### src/rtl/cpu_decode_pkg.sv
// Shared opcode constants, instruction format enum and raw field layout for the decode stage.
package cpu_decode_pkg;

    localparam logic [5:0] OP_RTYPE = 6'h00;
    localparam logic [5:0] OP_J     = 6'h02;
    localparam logic [5:0] OP_JAL   = 6'h03;
    localparam logic [5:0] OP_ANDI  = 6'h0C;
    localparam logic [5:0] OP_ORI   = 6'h0D;
    localparam logic [5:0] OP_XORI  = 6'h0E;
    localparam logic [5:0] OP_LUI   = 6'h0F;

    typedef enum logic [1:0] {
        FMT_R = 2'd0,
        FMT_I = 2'd1,
        FMT_J = 2'd2
    } fmt_e;

    // Width-independent part of a decoded instruction; the XLEN/PC_W-sized
    // fields are appended by the modules that know those widths.
    typedef struct packed {
        logic [5:0] op;
        logic [4:0] rs;
        logic [4:0] rt;
        logic [4:0] rd;
        logic [4:0] shamt;
        logic [5:0] funct;
        fmt_e       fmt;
    } inst_fields_t;

    function automatic fmt_e classify(input logic [5:0] op);
        if (op == OP_RTYPE)
            return FMT_R;
        else if (op == OP_J || op == OP_JAL)
            return FMT_J;
        else
            return FMT_I;
    endfunction

endpackage

### src/rtl/inst_field_decode.sv
// Combinational MIPS field splitter: raw fields, format, extended immediate and jump target.
module inst_field_decode
    import cpu_decode_pkg::*;
#(
    parameter int XLEN = 32,
    parameter int PC_W = 32
) (
    input  logic [31:0]     inst,
    input  logic [PC_W-1:0] pc,
    output inst_fields_t    fields,
    output logic [XLEN-1:0] imm,
    output logic [PC_W-1:0] jtarget
);

    logic [PC_W-1:0] pc4;
    logic [PC_W-1:0] upper_mask;

    always_comb begin
        fields.op    = inst[31:26];
        fields.rs    = inst[25:21];
        fields.rt    = inst[20:16];
        fields.rd    = inst[15:11];
        fields.shamt = inst[10:6];
        fields.funct = inst[5:0];
        fields.fmt   = classify(inst[31:26]);
    end

    always_comb begin
        case (inst[31:26])
            OP_ANDI, OP_ORI, OP_XORI: imm = XLEN'(inst[15:0]);
            OP_LUI:                   imm = XLEN'($signed({inst[15:0], 16'h0000}));
            default:                  imm = XLEN'($signed(inst[15:0]));
        endcase
    end

    // Region bits above 28 come from pc+4; the mask is empty when PC_W == 28.
    assign pc4        = pc + PC_W'(4);
    assign upper_mask = {PC_W{1'b1}} << 28;
    assign jtarget    = (pc4 & upper_mask) | PC_W'({inst[25:0], 2'b00});

endmodule

### src/rtl/decode_stage_reg.sv
// Registered decode stage: input-side decode feeding a two-entry skid buffer with flush.
module decode_stage_reg
    import cpu_decode_pkg::*;
#(
    parameter int XLEN = 32,
    parameter int PC_W = 32
) (
    input  logic            clk,
    input  logic            rst_n,
    input  logic            flush,
    input  logic            in_valid,
    output logic            in_ready,
    input  logic [31:0]     in_inst,
    input  logic [PC_W-1:0] in_pc,
    output logic            out_valid,
    input  logic            out_ready,
    output logic [5:0]      out_op,
    output logic [4:0]      out_rs,
    output logic [4:0]      out_rt,
    output logic [4:0]      out_rd,
    output logic [4:0]      out_shamt,
    output logic [5:0]      out_funct,
    output logic [XLEN-1:0] out_imm,
    output logic [PC_W-1:0] out_jtarget,
    output logic [PC_W-1:0] out_pc,
    output logic [1:0]      out_fmt
);

    typedef struct packed {
        inst_fields_t    f;
        logic [XLEN-1:0] imm;
        logic [PC_W-1:0] jtarget;
        logic [PC_W-1:0] pc;
    } decoded_t;

    decoded_t     dec, main_q, skid_q;
    logic         main_valid, skid_valid;
    logic         in_fire, out_fire;
    inst_fields_t dec_fields;
    logic [XLEN-1:0] dec_imm;
    logic [PC_W-1:0] dec_jtarget;

    inst_field_decode #(.XLEN(XLEN), .PC_W(PC_W)) u_decode (
        .inst    (in_inst),
        .pc      (in_pc),
        .fields  (dec_fields),
        .imm     (dec_imm),
        .jtarget (dec_jtarget)
    );

    assign dec = '{f: dec_fields, imm: dec_imm, jtarget: dec_jtarget, pc: in_pc};

    // Ready depends only on registered state so it never loops through out_ready.
    assign in_ready = !skid_valid && rst_n;
    assign in_fire  = in_valid && in_ready && !flush;
    assign out_fire = main_valid && out_ready;

    always_ff @(posedge clk) begin
        if (!rst_n) begin
            main_q     <= '0;
            skid_q     <= '0;
            main_valid <= 1'b0;
            skid_valid <= 1'b0;
        end else if (flush) begin
            main_valid <= 1'b0;
            skid_valid <= 1'b0;
        end else if (!main_valid || out_fire) begin
            if (skid_valid) begin
                main_q     <= skid_q;
                main_valid <= 1'b1;
                skid_valid <= in_fire;
                if (in_fire)
                    skid_q <= dec;
            end else if (in_fire) begin
                main_q     <= dec;
                main_valid <= 1'b1;
            end else begin
                main_valid <= 1'b0;
            end
        end else if (in_fire) begin
            skid_q     <= dec;
            skid_valid <= 1'b1;
        end
    end

    assign out_valid   = main_valid;
    assign out_op      = main_q.f.op;
    assign out_rs      = main_q.f.rs;
    assign out_rt      = main_q.f.rt;
    assign out_rd      = main_q.f.rd;
    assign out_shamt   = main_q.f.shamt;
    assign out_funct   = main_q.f.funct;
    assign out_fmt     = main_q.f.fmt;
    assign out_imm     = main_q.imm;
    assign out_jtarget = main_q.jtarget;
    assign out_pc      = main_q.pc;

endmodule

### config.mk
export PLATFORM = sky130hd
export DESIGN_NAME = decode_stage_reg
export DESIGN_NICKNAME = d
export VERILOG_FILES = /design/src/rtl/cpu_decode_pkg.sv /design/src/rtl/inst_field_decode.sv /design/src/rtl/decode_stage_reg.sv
export SDC_FILE = /design/constraint.sdc
export NUM_CORES = 1
export LEC_CHECK = 0
export CAP_MARGIN = 10
export CORE_ASPECT_RATIO = 1.25
export CORE_MARGIN = 2
export CORE_UTILIZATION = 55
export DETAILED_ROUTE_END_ITERATION = 7
export DONT_BUFFER_PORTS = 1
export PLACE_DENSITY = 0.76
export SYNTH_ARGS = -nofsm -noshare
export SYNTH_HDL_FRONTEND = slang
export SYNTH_SLANG_ARGS = --single-unit
### constraint.sdc
create_clock -name clk -period 4.21 [get_ports clk]
set_input_delay 0.421 -clock clk [delete_from_list [all_inputs] [get_ports clk]]
set_output_delay 0.421 -clock clk [all_outputs]
set_load 0.005 [all_outputs]
==> results.txt, run 1 <==
----------------------------------------------------
[Timing]
  Upper clock frequency limit ... 0.370 GHz
  Worst slew margin relative to its limit ... 24.3%
  Minimum clock period ... 2.71 ns
  Setup repair after global routing missed its margin ... false
  Worst clock skew ... 0.0149 ns
  Worst hold-check slack ... 0.0541 ns
  Number of setup violations in the final report ... 0
  Final TNS setup ... 0 ns
  Final number of max-transition violations ... 0
  Worst Tran Pin Value ... 1.13 ns
  Endpoints failing hold ... 0
  Period utilisation layout ... 64.3%

[Pwr]
  Cell Pwr Density ... 421 mW/mm2
  Leakage power of the design ... 4.14 nW
  Maximum VDD drop ... 0.286 mV

[Synth]
  Register area share after synthesis ... 45.8%
  Share of Yosys cell area claimed by the top area cell type ... 45.8%
  Async set-reset flop share out of synthesis ... 0%
  Synth Area in Compound Gates ... 22.8%
  Combinational family with the most area after synthesis ... compound AO/OA/AOI/OAI gates
  Most used DFF post-synth ... sky130_fd_sc_hd__dfxtp_1
  Yosys warning count ... 0
  Top cells by area, synth ... sky130_fd_sc_hd__dfxtp_1 46%, sky130_fd_sc_hd__nand2_1 12%, sky130_fd_sc_hd__o211a_1 11%
  Cell accounting for the most synthesized area ... sky130_fd_sc_hd__dfxtp_1
  Mapped Area ... 0.00900 mm2
  Synthesized flop and latch total ... 206
  XOR/XNOR Fraction of Synth Area ... 0.292%
  Post-synth cell types ... 40
  Instance count of the mapped netlist ... 1013
  Area share of and/or/nand/nor cells after synthesis ... 16.9%
  Avg Cell Area, Syn ... 8.89 um2
  Share of cell area taken by muxes after synthesis ... 7.12%
  Adder-cell area share of the yosys netlist ... 0%
  Number of enable-type register cells in the synthesized netlist ... 0

[Clock network]
  Number of buffers created by CTS ... 21
  CTS tree ... built
  Setup fix buffers added after clock tree synthesis ... 0
  Level count of the clock H-tree ... 1
  Worst skew pair latency ... 0.51 ns
  Clock sink count ... 206
  Clock-pin slew on the worst setup and hold paths ... 0.06 ns
  Clock root buffer master ... sky130_fd_sc_hd__clkbuf_16
  Resized Gates After CTS ... 0
  Buffers from clock root to sink, at most ... 3
  Total of hold buffers inserted after clock tree synthesis ... 0

[Die]
  Row cnt ... 52
  Die ar. ... 0.0174 mm2
  Die boundary width ... 118 um
  Initial core utilization ... 55.8%
  Number of top-level pins ... 201
  Total core area ... 0.0161 mm2
  Chip height ... 147 um

[Worst setup path]
  Crit path DAT ... 3.10 ns
  Required arrival time at the worst endpoint ... 4.61 ns
  Sort of element at the end of the critical path ... flip-flop
  Crit path launch type ... flip-flop
  Classification of the worst setup path ... flip-flop to flip-flop
  Peak fanout along the critical path ... 103

[Layout]
  Highest-count cells in the layout ignoring fill and taps ... 280 x sky130_fd_sc_hd__nand2_1, 205 x sky130_fd_sc_hd__dfxtp_1, 96 x sky130_fd_sc_hd__o211a_1
  Most common cell after layout, fill and taps aside ... sky130_fd_sc_hd__nand2_1
  Synth-to-Final Area Change ... 3.93%
  Net count reported at finish ... 995
  Share of post-route cells with drive strength above 1 ... 4.59%
  Final core utilization ... 58.0%
  N_diodes ... 0

[Hold path]
  Worst hold-check path type ... input pin to flip-flop

[Drt]
  Number of antenna-violating nets in the routed design ... 0
  Remaining design rule violation count ... 0
  Number of DRC markers after the initial detailed-route iteration ... 416
  DR pass1 iterations ... 5
  Number of vias in the routed layout ... 6589
  Routed vias/inst ... 5.71
  Average wire length per cell after detail routing ... 17.5 um
  Final WL ... 20200 um

[Global routing]
  Routing usage on met1 ... 25.2%
  Antenna violations before repair ... 0
  Vias in the first global route ... 6250
  Pin count of the biggest net entering global routing ... 211
  Global route total overflow ... 0
  First-pass GRT wire length ... 32300 um
  GRT Max-Usage Layer ... met2
  Combined global-route utilization of all metal layers ... 22.5%
  Met3 GRT Util ... 7.61%
  GR met2 Demand/Resource ... 40.0%

[Placement]
  Estimated wirelength of the detail-placed design ... 12600 um
  Input/output buffers ... 0
  Routability-driven placement congestion ratio ... 0.743

[Run status]
  Status ... finished, final reports clean

[Job]
  Reported max-cap violation count ... 0

----------------------------------------------------
[Yosys cell counts (19+ instances only)]
cell and n:
sky130_fd_sc_hd__mux2i_1 64, sky130_fd_sc_hd__dfxtp_1 206, sky130_fd_sc_hd__a21boi_0 66, sky130_fd_sc_hd__a21oi_1 20
sky130_fd_sc_hd__nand2_1 280, sky130_fd_sc_hd__o211ai_1 19, sky130_fd_sc_hd__o21ai_0 36, sky130_fd_sc_hd__buf_2 41
sky130_fd_sc_hd__clkbuf_1 38, sky130_fd_sc_hd__nand3_1 23, sky130_fd_sc_hd__o211a_1 96, sky130_fd_sc_hd__buf_4 30
[cells by family after synthesis]
group	after synthesis
and+or+nand+nor	358
AOI/OAI and AO/OA	261
DFF	206
buffers and inverters	120
muxes	64
xor gates and xnor gates	3
other	1
[final cells by class]
cell class | count | area, um2
multi-input combinational | 688 | 4270
fill | 1491 | 6780
sequential | 206 | 4130
inverter | 4 | 15.0
tap | 216 | 270
clock buffer | 28 | 592
timing repair buffer | 5 | 50.0
clock inverter | 6 | 35.0
[state kept, by name (all words and copies together), names as in the netlist]
| register | cells |
|---|---|
| out_rt | 4 |
| skid_q | 102 |
| out_rd | 4 |
| out_fmt | 2 |
| out_pc | 32 |
| out_rs | 4 |
| out_funct | 5 |
| out_shamt | 4 |
| out_jtarget | 9 |
| out_imm | 32 |
| skid_valid | 1 |
| out_valid | 1 |
| out_op | 6 |
[final timing paths]
check,start,end,slack [ns],cells past startpoint
worst max-delay path,skid_valid,skid_q[71],1.50,3
worst min register to register,skid_q[63],skid_q[63],0.45,2
worst max register to register,skid_valid,skid_q[71],1.50,3
worst min-delay path,in_inst[7],skid_q[105],0.05,2
[through the flow]
| stage | cell area, um2 | total power [W] | worst slack, ns | std cells |
|---|---|---|---|---|
| after floorplan | 9000 | 0.00226 | 2.51 | 1014 |
| after global placement | 8730 | 0.00226 | 1.54 | 1119 |
| after detailed placement | 8730 | 0.00226 | 1.52 | 1119 |
| after CTS | 9360 | 0.00399 | 1.50 | 1153 |
| after global routing | 9360 | 0.00406 | 1.25 | 1153 |
| final | 9360 | 0.00394 | 1.50 | 1153 |
[layer usage]
metal | wire (um) | part of all wire [%] | vias to the layer above
met4 | 521 | 2.6 | 0
li1 | - | - | 3290
met1 | 7810 | 39 | 3095
met5 | 0 | 0 | -
met3 | 1720 | 8.5 | 34
met2 | 10200 | 50 | 170
[where the power goes]
part	total [W]	internal [W]	switching (W)
Sequential	0.00206	0.00200	0.0000528
Combinational	0.000159	0.0000797	0.0000789
Clock	0.00172	0.000982	0.000742
Total	0.00394	0.00307	0.000873
[critical path, cell delays in order (launching register included)]
cell,delay [ns]
sky130_fd_sc_hd__dfxtp_4,1.09
sky130_fd_sc_hd__or4_4,0.99
sky130_fd_sc_hd__o21ai_0,0.21
sky130_fd_sc_hd__and2_1,0.20
No activity file was read; power rests on OpenSTA's default activity.
==> run 2, diff against run 1 <==
PLACE_DENSITY = 0.79   (was 0.76)
clock period = 2.42 ns   (was 4.21 ns; I/O delays follow)
==> run 2 against run 1 <==
Effect of this change:
- combinational power increased to 3.0 times the previous value
- power grew 82%
- via count is 18% higher
- critical path depth grew 4
- clock skew fell by 0.0017 ns
- flip-flop and latch count is the same
- setup slack got worse by 1.4 ns
- largest power group unchanged
==> results.txt, run 2 (same netlist as run 1, synthesis figures left out) <==
----------------------------------------------------
[Layout]
  Combined area of the multi-input logic cells ... 0.00429 mm2
  Most common cell after layout, fill and taps aside ... sky130_fd_sc_hd__nand2_1
  Largest register by flop count ... skid_q
  Number of flip-flops in the largest register ... 102
  N_diodes ... 0
  Synth-to-Final Area Change ... 21.3%
  Count of non-filler cells in the finished layout ... 1299
  Share of post-route cells with drive strength above 1 ... 4.99%
  Highest-count cells in the layout ignoring fill and taps ... 280 x sky130_fd_sc_hd__nand2_1, 205 x sky130_fd_sc_hd__dfxtp_1, 136 x sky130_fd_sc_hd__dlygate4sd3_1
  Net count reported at finish ... 1141
  Post-layout instance area ... 0.0109 mm2
  Area used by sequential logic in the layout ... 0.00413 mm2
  Number of fillers in the final layout ... 1203

[Worst setup path]
  Crit path launch type ... flip-flop
  Delay contributed by the slowest stage of the critical path ... 0.61 ns
  Sort of element at the end of the critical path ... flip-flop
  Library cell contributing the largest single delay on the critical path ... sky130_fd_sc_hd__or4_4
  R2R cell count ... 7
  Cell breakdown of the critical path ... nand2b_4 -> or4_4 -> buf_12 -> nand2_1 -> o21ai_0 -> and2_1 -> dlygate4sd3_1
  Reg-to-reg startpoint ... out_valid
  Required arrival time at the worst endpoint ... 2.79 ns
  Classification of the worst setup path ... flip-flop to flip-flop
  Peak fanout along the critical path ... 37
  Destination of the worst register-to-register timing path ... skid_q[97]
  Destination of the critical timing path ... skid_q[97]
  Crit path DAT ... 2.69 ns
  Worst setup path startpoint ... out_valid
  Slack of the worst reg-to-reg path ... 0.11 ns

[Timing]
  Worst Tran Pin Value ... 1.24 ns
  Final number of max-transition violations ... 0
  Endpoints failing hold ... 0
  Period utilisation layout ... 95.6%
  Number of setup violations in the final report ... 0
  Worst slew margin relative to its limit ... 17.3%
  Worst hold-check slack ... 0.0217 ns
  Minimum clock period ... 2.31 ns
  Final TNS setup ... 0 ns
  Worst clock skew ... 0.0131 ns
  Upper clock frequency limit ... 0.432 GHz

[Pwr]
  Reported net switching power ... 0.00162 W
  Power share of the sequential group ... 50.0%
  Comb pwr share ... 6.7%
  Sw Ratio ... 22.6%
  Part of the total power dissipated in the clock network ... 43.3%
  Leakage power of the design ... 4.96 nW
  Cell Pwr Density ... 657 mW/mm2
  Maximum VDD drop ... 0.587 mV
  Total power after layout ... 0.00717 W
  Internal power consumption ... 0.00556 W

[Drt]
  Routed vias/inst ... 5.97
  Number of antenna-violating nets in the routed design ... 0
  Final WL ... 26300 um
  Number of DRC markers after the initial detailed-route iteration ... 644
  Number of vias in the routed layout ... 7757
  Average wire length per cell after detail routing ... 20.2 um
  Remaining design rule violation count ... 0
  DR pass1 iterations ... 7

[Die]
  Total core area ... 0.0161 mm2
  Die ar. ... 0.0174 mm2
  Chip height ... 147 um
  Number of top-level pins ... 201
  Die boundary width ... 118 um
  Row cnt ... 52
  Initial core utilization ... 55.8%

[Run status]
  Status ... finished, final reports clean

[Hold path]
  Worst hold-check path type ... input pin to flip-flop

[Clock network]
  Clock-pin slew on the worst setup and hold paths ... 0.06 ns
  Level count of the clock H-tree ... 1
  Buffers from clock root to sink, at most ... 3
  Worst skew pair latency ... 0.49 ns
  Number of buffers created by CTS ... 21
  Clock sink count ... 206
  Clock root buffer master ... sky130_fd_sc_hd__clkbuf_16
  CTS tree ... built

[Global routing]
  Global route total overflow ... 0
  Combined global-route utilization of all metal layers ... 28.5%
  First-pass GRT wire length ... 40600 um
  Antenna violations before repair ... 0
  Pin count of the biggest net entering global routing ... 138
  Vias in the first global route ... 7660

[Placement]
  Estimated wirelength of the detail-placed design ... 13200 um
  DP Cell Count ... 1125
  Input/output buffers ... 0
  Routability-driven placement congestion ratio ... 0.787
  Placed inst area ... 0.00881 mm2

[Job]
  Reported max-cap violation count ... 0

----------------------------------------------------
==> run 2: power by group through the flow <==
stage | Combinational [W] | Clock [W] | Sequential [W]
global route | 0.000518 | 0.00328 | 0.00359
floorplan | 0.000318 | 0 | 0.00362
detailed placement | 0.000282 | 0 | 0.00366
finish | 0.000480 | 0.00311 | 0.00358
global placement | 0.000274 | 0 | 0.00365
CTS | 0.000458 | 0.00314 | 0.00358
==> run 2: worst min-delay path by stage <==
| stage | startpoint | slack [ns] | cells past startpoint | end |
|---|---|---|---|---|
| after floorplan | in_pc[0] | 0.39 | 2 | skid_q[0] |
| after global placement | rst_n | 0.38 | 1 | skid_q[79] |
| after detailed placement | rst_n | 0.39 | 1 | skid_q[97] |
| after CTS | in_inst[6] | 0.01 | 3 | out_shamt[0] |
| after global routing | in_pc[1] | 0.03 | 3 | out_pc[1] |
| final | in_inst[6] | 0.02 | 3 | out_shamt[0] |
==> run 2: routing by layer <==
layer  wire length [um]  up-vias  global-route usage, %
li1                   -     3579                      -
met3               2130       63                   6.91
met1               9670     3759                   32.1
met5                  0        -                      0
met4                846        0                   10.2
met2              13600      356                   52.1
==> run 2: through the flow <==
stage,worst slack [ns],util [%]
finish,0.106,67.6
global route,-0.0770,67.6
CTS,0.00988,67.3
detailed placement,0.394,54.6
global placement,0.410,54.6
floorplan,0.824,-
==> run 2: timing repair <==
item	in CTS	in global routing
setup buffers	0	1
gates resized for setup	0	5
hold endpoints to repair	206	0
hold buffers	137	0
setup endpoints to repair	0	19
==> run 2: layout make-up <==
| cell class | count | share of cell area [%] |
|---|---|---|
| Clock inverter | 7 | 0.608 |
| Sequential cell | 206 | 37.8 |
| Tap cell | 216 | 2.48 |
| Multi-Input combinational cell | 689 | 39.3 |
| Timing Repair Buffer | 150 | 14.3 |
| Inverter | 4 | 0.138 |
| Clock buffer | 27 | 5.39 |
==> run 2: worst max-delay path, delay by kind of cell (launching register included) <==
family,cells,cell delay [ns]
DFF,1,0.42
buffers and inverters,2,0.75
AOI/OAI and AO/OA,1,0.06
and+or+nand+nor,4,0.97
